## src/rtl/mult_pipe_hs.sv

```systemverilog
// Handshaked pipelined multiplier with bubble-collapsing backpressure.
// Operands are sign- or zero-extended in S0, multiplied into S1, then shifted to the output stage.
module mult_pipe_hs #(
    parameter int WIDTH = 8,
    parameter int LAT   = 3,
    parameter int TAG_W = 4
) (
    input  logic                       clk,
    input  logic                       rst,
    input  logic                       in_valid,
    output logic                       in_ready,
    input  logic [WIDTH-1:0]           in_a,
    input  logic [WIDTH-1:0]           in_b,
    input  logic                       in_signed,
    input  logic [TAG_W-1:0]           in_tag,
    output logic                       out_valid,
    input  logic                       out_ready,
    output logic [2*WIDTH-1:0]         out_product,
    output logic [TAG_W-1:0]           out_tag,
    output logic [$clog2(LAT+1)-1:0]   occupancy
);

    localparam int PW    = 2 * WIDTH;
    localparam int OCC_W = $clog2(LAT + 1);

    function automatic logic signed [PW-1:0] extend(input logic [WIDTH-1:0] x, input logic sgn);
        extend = sgn ? {{WIDTH{x[WIDTH-1]}}, x} : {{WIDTH{1'b0}}, x};
    endfunction

    // Low PW bits of the extended product are exact for both signed and unsigned modes.
    function automatic logic [PW-1:0] mul_lo(input logic signed [PW-1:0] a, input logic signed [PW-1:0] b);
        logic signed [PW-1:0] p;
        p = a * b;
        return p;
    endfunction

    logic [LAT-1:0]        vld_q;
    logic [LAT-1:0]        adv;
    logic signed [PW-1:0]  opa_q;
    logic signed [PW-1:0]  opb_q;
    logic [PW-1:0]         prod_q [1:LAT-1];
    logic [PW-1:0]         prod_d [1:LAT-1];
    logic [TAG_W-1:0]      tag_q  [LAT];
    logic [OCC_W-1:0]      occ_q;
    logic [OCC_W-1:0]      occ_d;
    logic                  accept;
    logic                  fire;

    // A stage may advance when any stage at or downstream of it is empty, or the output drains.
    always_comb begin
        logic hole;
        hole = 1'b0;
        adv  = '0;
        for (int k = LAT - 1; k >= 0; k--) begin
            hole   = hole | ~vld_q[k];
            adv[k] = hole | out_ready;
        end
    end

    assign in_ready = !rst && adv[0];
    assign accept   = in_valid && in_ready;
    assign fire     = vld_q[LAT-1] && out_ready;

    always_comb begin
        prod_d[1] = mul_lo(opa_q, opb_q);
        for (int k = 2; k < LAT; k++) begin
            prod_d[k] = prod_q[k-1];
        end
    end

    always_comb begin
        occ_d = occ_q;
        if (accept && !fire) begin
            occ_d = occ_q + OCC_W'(1);
        end else if (fire && !accept) begin
            occ_d = occ_q - OCC_W'(1);
        end
    end

    // Only control and the visible output stage are cleared; interior payload just holds.
    always_ff @(posedge clk) begin
        if (rst) begin
            vld_q          <= '0;
            occ_q          <= '0;
            prod_q[LAT-1]  <= '0;
            tag_q[LAT-1]   <= '0;
        end else begin
            occ_q <= occ_d;
            if (adv[0]) begin
                vld_q[0] <= accept;
                opa_q    <= extend(in_a, in_signed);
                opb_q    <= extend(in_b, in_signed);
                tag_q[0] <= in_tag;
            end
            for (int k = 1; k < LAT; k++) begin
                if (adv[k]) begin
                    vld_q[k]  <= vld_q[k-1];
                    prod_q[k] <= prod_d[k];
                    tag_q[k]  <= tag_q[k-1];
                end
            end
        end
    end

    assign out_valid   = vld_q[LAT-1];
    assign out_product = prod_q[LAT-1];
    assign out_tag     = tag_q[LAT-1];
    assign occupancy   = occ_q;

endmodule
```

## config.mk

```make
export PLATFORM = sky130hd
export DESIGN_NAME = mult_pipe_hs
export DESIGN_NICKNAME = d
export VERILOG_FILES = /design/src/rtl/mult_pipe_hs.sv
export SDC_FILE = /design/constraint.sdc
export NUM_CORES = 1
export LEC_CHECK = 0
export BUFFER_PORTS_ARGS = -buffer_cell sky130_fd_sc_hd__buf_2
export CORE_MARGIN = 2
export CORE_UTILIZATION = 40
export CTS_BUF_LIST = sky130_fd_sc_hd__clkbuf_8 sky130_fd_sc_hd__clkbuf_16
export CTS_CLUSTER_DIAMETER = 60
export DETAILED_ROUTE_END_ITERATION = 8
export GPL_TIMING_DRIVEN = 1
export HOLD_SLACK_MARGIN = 0.05
export PLACE_DENSITY = 0.64
export SETUP_SLACK_MARGIN = 0.1
export SYNTH_ARGS = -nofsm -noshare
export SYNTH_HDL_FRONTEND = slang
export SYNTH_SLANG_ARGS = --single-unit
```

## constraint.sdc

```tcl
create_clock -name clk -period 6.25 [get_ports clk]
set_clock_uncertainty 0.2 [all_clocks]
set_input_delay 1.875 -clock clk [delete_from_list [all_inputs] [get_ports clk]]
set_output_delay 1.875 -clock clk [all_outputs]
set_load 0.05 [all_outputs]
```

[Yosys cells after proc, flatten, opt, wreduce, memory -nomap -nowiden]
Memory sizes are Yosys's and may differ from the RTL's.
Index checks and enable logic that the tools add are counted.
Operators by class
  multipliers: 1
  add/subtract/negate cells: 2
  muxes and demuxes: 15
  bitwise gates (word level): 11
  reductions and logical operators: 10
Operators with widths (number)
  multiplier 9 x 9 -> 16 bit: 1
  two-way mux 16 bit: 1
  two-way mux 1 bit: 11
  OR 1 bit: 7
  logical AND 1 bit: 5
  two-way mux 2 bit: 2
  two-way mux 4 bit: 1
  NOT 1 bit: 4
  logical NOT 1 bit: 3
  adder 2 x 1 -> 2 bit, second input constant: 1
  AND reduction 2 bit: 1
  nonzero test 2 bit: 1
  subtractor 2 x 1 -> 2 bit, second input constant: 1
Storage, ports and cells
  memory bits (writable): 44
  register bits: 23
  memories kept: 2
  bits of input ports: 25
  output and inout port bits: 24
  logic and storage cells: 49
Memories
  prod_q: words 2, width 16, rd ports 2, clocked after memory_dff 0, write ports 2, line 41  | logic [PW-1:0] prod_q [1:LAT-1];
  tag_q: words 3, width 4, rd ports 3, clocked after memory_dff 0, write ports 3, line 43  | logic [TAG_W-1:0] tag_q [LAT];

[Depth between registers and ports, before layout]
Gate-level depths: netlist of the first run.
  word-level depth: 10
  mapped depth: 18
  mapped depth without buffers: 17

[Worst setup path before layout of the first run]
Ideal clock, no wire load.
  path type: input-to-output
  start point: in rst
  end point: out in_ready
  setup slack: 0.202 ns
  arrival time: 3.973 ns
  path buffers: 1
  required time: 4.175 ns
  stages on the path: 2
  path through: clkbuf_1 > a31oi_1
Between the ends
  cells in the longest elaborated chain, start to end: 2
RTL lines
  start, declared: line 9  | input logic rst,
  logical NOT 1 bit: line 60  | assign in_ready = !rst && adv[0];
  logical AND 1 bit: line 60
  end, declared: line 11  | output logic in_ready,
No other way between the ends.

==> run metrics, run 1 <==
hpwl dp=6720 µm; CTS tree=done; Seq/Total Area, Yosys=0.390; cell taking the most area after synthesis=edfxtp_1; clk_lat worst skew=330 ps; setup TNS=0 ps; worst min-delay path category=register to register; power density over the cells=531 nW/µm²; post_cts resized=0; die width=116 µm; number of buffers added on ports=48; Pins Over Slew Limit=0; num rows=40; number of global-route vias before repair=3090; via-per-instance ratio=4.50; RePlAce Congestion=0.860; pin count of the biggest net entering global routing=25; Die Ht=116 µm; Max Clk Rate=188 MHz; Worst EP required=6130 ps; CP top delay family=adder cells; total number of vias=2929; Slowest Stage Delay on Critical Path=650 ps; first drt pass iteration count=4; YS warnings=0; R2R Path End=prod_q[1][14]$_DFFE_PP_; critical path endpoint category=register; hold buffer count at cts=0; CTS H-tree lvls=3; Filler cells=1101; DIE AREA=13500 µm²; P&R area growth vs syn=13.6%; Net Count, Synth=562; synthesized area=5020 µm²; reg2reg start=opb_q[1]$_DFFE_PP_; Crit path depth=16; clock slew at reported path FFs=50 ps; wirelength, routed=8120 µm; placeable core area=12200 µm²; Rel. slew slack=0.309; CP Launch Type=register; commonest non-fill, non-tap cell in the layout=inv_1; CP Buf/Inv Count=4; Max-Cap Viols=0; initial DRC count=98; crit path capture=prod_q[1][14]$_DFFE_PP_; period utilization=0.852; leak pwr=2.66 nW; most frequent cells in the layout=87 x inv_1, 63 x fa_1, 62 x edfxtp_1, 56 x nand2_1, 48 x buf_2; final setup vio count=0; Num CTS Buffers=9; Total GRT Usage=0.138; wire per inst=12.5 µm; Worst-Margin Slew=1040 ps; WS Path Type=register to register; TritonCTS Sinks=67; GR Overflow Total=0; starting density of the core=0.413; r2r setup slk=920 ps; postcts setup bufs=0; first-pass GRT wire length=14400 µm; Worst Path Arrival=5210 ps; Root Driver=clkbuf_16; R2R depth=16; share of the synthesized area in the top cell type=0.371; crit path max fanout=9; # diodes=0; CP Launch Point=opb_q[1]$_DFFE_PP_; RSZ-0062 raised after global routing=no; critical path's slowest cell=fa_1; VDD IR max=0.280 mV; count of cell types in the netlist=33; share of layout cells above drive strength 1=0.149; Placement Setup Slack=894 ps; initial antenna violation count=0; ANT nets after route=0; PnR worst setup slack=924 ps; # IOs=49; DRC Markers=0; Hold Vio Cnt, Final=0; synthesized instance count=440; NumNets Final=600; Clock Path Buffers=2; post-synthesis sequential element count=67; top cells by area, synth=edfxtp_1 37%, fa_1 25%, ha_1 8.5%; CP Cell Sequence=and2_1, inv_1, fa_1, inv_1, fa_1, fa_1, inv_1, fa_1, inv_1, ha_1, ha_1, or4_4, a211oi_2, o31ai_1, a21oi_2, xnor2_1; Final min period=5330 ps; Avg Cell Area, Syn=11.4 µm²; status=completed
[state kept, by name, summed over array words and instances, names as in the netlist]
register	count
occupancy	2
opa_q	9
prod_q	32
tag_q	12
opb_q	9
vld_q	3
[metal layers]
| metal | GRT usage | routed length [µm] | vias to the layer above |
|---|---|---|---|
| met2 | 0.227 | 3950 | 68 |
| li1 | - | - | 1430 |
| met1 | 0.185 | 3650 | 1417 |
| met3 | 0.0298 | 397 | 14 |
| met4 | 0.0429 | 122 | 0 |
| met5 | 0 | 0 | - |
[Yosys cell counts]
cell and count:
buf_2 2, o21ai_0 5, or2_2 1, a41oi_1 1, a21o_1 1, dfxtp_1 5
o2111ai_1 1, nor3_1 1, nor2_1 11, or3_1 1, a21bo_2 1, o31ai_1 1
and2_1 42, o21a_1 1, ha_1 34, or4_4 1, edfxtp_1 62, nand2_1 56
a21o_2 1, buf_4 4, a21oi_1 4, clkbuf_1 16, xor2_1 4, o22ai_1 1
a32o_1 1, a211oi_2 1, inv_1 86, nor2b_1 6, nand2b_1 6, a31oi_1 3
fa_1 63, a21oi_2 1, xnor2_1 16
[cell families (layout without fill, tap and decap cells)]
group / count (synthesis) / count (layout) / share of synthesized area
DFF: 67 / 67 / 0.390
AOI/OAI and AO/OA: 23 / 23 / 0.0319
adders and majority gates: 97 / 97 / 0.336
buffers and inverters: 108 / 151 / 0.0842
and+or+nand+nor: 125 / 125 / 0.123
xor gates and xnor gates: 20 / 20 / 0.0349
[report_power, final]
group	leakage [nW]	switching (mW)	total [mW]	internal, mW
sequential	0.684	0.0395	0.721	0.682
clock	0.153	0.178	0.526	0.348
combinational	1.82	0.986	1.78	0.797
[cell type report]
class	instances	area (µm²)	area share
clock inverter	7	92.6	0.0162
sequential	67	1960	0.344
inverter	86	323	0.0565
timing repair buffer	49	248	0.0434
multi-input combinational	265	2650	0.464
tap	168	210	0.0368
clock buffer	9	225	0.0394
[how the worst min path moves through the flow]
| stage | start | to | slack (ps) | depth (start not counted) |
|---|---|---|---|---|
| 6_report | tag_q[0][0]$_DFFE_PP_ | tag_q[0][4]$_DFFE_PP_ | 220 | 0 |
| 5_1_grt | tag_q[0][0]$_DFFE_PP_ | tag_q[0][4]$_DFFE_PP_ | 230 | 0 |
| 2_1_floorplan | tag_q[0][0]$_DFFE_PP_ | tag_q[0][4]$_DFFE_PP_ | 200 | 0 |
| 3_3_place_gp | tag_q[0][0]$_DFFE_PP_ | tag_q[0][4]$_DFFE_PP_ | 200 | 0 |
| 4_1_cts | tag_q[0][0]$_DFFE_PP_ | tag_q[0][4]$_DFFE_PP_ | 220 | 0 |
| 3_5_place_dp | tag_q[0][0]$_DFFE_PP_ | tag_q[0][4]$_DFFE_PP_ | 200 | 0 |
[metrics by stage]
step                      hold slack (ps)  instance area (µm²)  utilization  power, mW  instances
after floorplan                       200                 5020            -       2.14        440
after global placement                203                 5390        0.443       2.46        635
after detailed placement              205                 5390        0.443       2.51        635
after CTS                             217                 5710        0.470       3.07        651
after global routing                  228                 5710        0.470       3.33        651
final                                 217                 5710        0.470       3.03        651
Power figures use the tool's default switching activity.
==> run 2: changes to the inputs <==
--- a/config.mk
+++ b/config.mk
@@ -13,6 +13,7 @@
 export DETAILED_ROUTE_END_ITERATION = 8
 export GPL_TIMING_DRIVEN = 1
 export HOLD_SLACK_MARGIN = 0.05
+export MAX_ROUTING_LAYER = met4
 export PLACE_DENSITY = 0.64
 export SETUP_SLACK_MARGIN = 0.1
 export SYNTH_ARGS = -nofsm -noshare
==> constraint.sdc (replaced) <==
create_clock -name clk -period 5.92 [get_ports clk]
set_clock_uncertainty 0.2 [all_clocks]
set_input_delay 1.776 -clock clk [delete_from_list [all_inputs] [get_ports clk]]
set_output_delay 1.776 -clock clk [all_outputs]
set_load 0.05 [all_outputs]
==> run metrics, run 2 (same netlist as run 1, synthesis figures left out) <==
RePlAce Congestion=0.854; R2R depth=16; leak pwr=2.64 nW; hold_ws=217 ps; Pins Over Slew Limit=0; Filler cells=1148; DRC Markers=0; CP Launch Type=register; worst min-delay path category=register to register; critical path's slowest cell=fa_1; status=completed; pin count of the biggest net entering global routing=25; Max Clk Rate=189 MHz; R2R Path End=prod_q[1][14]$_DFFE_PP_; setup TNS=0 ps; CTS H-tree lvls=3; number of global-route vias before repair=3055; starting density of the core=0.413; register bank with the most flops=prod_q; r2r setup slk=620 ps; placeable core area=12200 µm²; share of layout cells above drive strength 1=0.149; period utilization=0.896; Slowest Stage Delay on Critical Path=640 ps; crit path max fanout=9; RSZ-0062 raised after global routing=no; hold buffer count at cts=0; area post-placement=5390 µm²; reg2reg start=opb_q[1]$_DFFE_PP_; Regs by FF count=prod_q (32), tag_q (12); initial DRC count=96; Die Ht=116 µm; clock slew at reported path FFs=50 ps; VDD IR max=0.229 mV; Total GRT Usage=0.143; # diodes=0; Worst EP required=5800 ps; met2 GRT Util=0.235; NumNets Final=600; final setup vio count=0; Hold Vio Cnt, Final=0; final cell count without fillers=651; Root Driver=clkbuf_16; number of buffers added on ports=48; max reg flops=32; power density over the cells=546 nW/µm²; first-pass GRT wire length=14200 µm; initial antenna violation count=0; met3 Resource Use GR=0.0282; first drt pass iteration count=4; CTS tree=done; Worst-Margin Slew=1040 ps; # IOs=49; Final min period=5300 ps; Num CTS Buffers=9; P&R area growth vs syn=12.7%; most crowded layer after global routing=met2; WHS Endpoint=tag_q[0][5]$_DFFE_PP_; via-per-instance ratio=4.46; wire per inst=12.3 µm; ANT nets after route=0; CP Buf/Inv Count=4; DIE AREA=13500 µm²; WS Path Type=register to register; GR Overflow Total=0; Rel. slew slack=0.306; Worst Hold Launch=tag_q[0][1]$_DFFE_PP_; wirelength, routed=8040 µm; die width=116 µm; CP Cell Sequence=and2_1, inv_1, fa_1, inv_1, fa_1, fa_1, inv_1, fa_1, inv_1, ha_1, ha_1, or4_4, a211oi_2, o31ai_1, a21oi_2, xnor2_1; num rows=40; critical path endpoint category=register; hpwl dp=6650 µm; cell count of the worst hold path=0; met1 usage=0.175; Clock Path Buffers=2; Design Area, Final=5660 µm²; Inst Count DP=635; TritonCTS Sinks=67; postcts setup bufs=0; Worst Path Arrival=5180 ps; CP top delay family=adder cells; most frequent cells in the layout=86 x inv_1, 63 x fa_1, 62 x edfxtp_1, 56 x nand2_1, 48 x buf_2; Max-Cap Viols=0; post_cts resized=0; commonest non-fill, non-tap cell in the layout=inv_1; clk_lat worst skew=320 ps; total number of vias=2905
-- run 2: how the worst max path moves through the flow --
stage                               to  slack [ps]          startpoint  cells past startpoint
5_1_grt        prod_q[1][14]$_DFFE_PP_         250  opb_q[1]$_DFFE_PP_                     16
3_3_place_gp   prod_q[1][14]$_DFFE_PP_         690  opb_q[1]$_DFFE_PP_                     16
4_1_cts        prod_q[1][14]$_DFFE_PP_         570  opb_q[1]$_DFFE_PP_                     16
6_report       prod_q[1][14]$_DFFE_PP_         620  opb_q[1]$_DFFE_PP_                     16
2_1_floorplan  prod_q[1][14]$_DFFE_PP_         770  opb_q[1]$_DFFE_PP_                     17
3_5_place_dp   prod_q[1][14]$_DFFE_PP_         570  opb_q[1]$_DFFE_PP_                     16
-- run 2: through the flow --
step	setup WS, ps	power [mW]	utilization
finish	616	3.09	0.466
detailed placement	569	2.63	0.443
CTS	574	3.12	0.466
floorplan	769	2.26	-
global placement	694	2.60	0.443
global route	246	3.41	0.466
-- run 2: where the power goes --
part           switching, mW  internal [mW]  leakage, nW
logic                   1.03          0.837         1.82
clock network          0.187          0.281        0.133
registers             0.0415          0.720        0.684
-- run 2: area by class of cell --
class                           count  area [µm²]  share of cell area
Clock buffer                        9         225              0.0398
Clock inverter                      7        43.8             0.00773
Inverter                           86         323              0.0570
Multi-Input combinational cell    265        2650               0.468
Sequential cell                    67        1960               0.347
Tap cell                          168         210              0.0371
Timing Repair Buffer               49         248              0.0438
-- run 2: metal layers --
| layer | wire, µm | vias to the layer above |
|---|---|---|
| met2 | 3900 | 45 |
| met1 | 3760 | 1419 |
| li1 | - | 1433 |
| met4 | 110 | 0 |
| met3 | 259 | 8 |
| met5 | 0 | - |
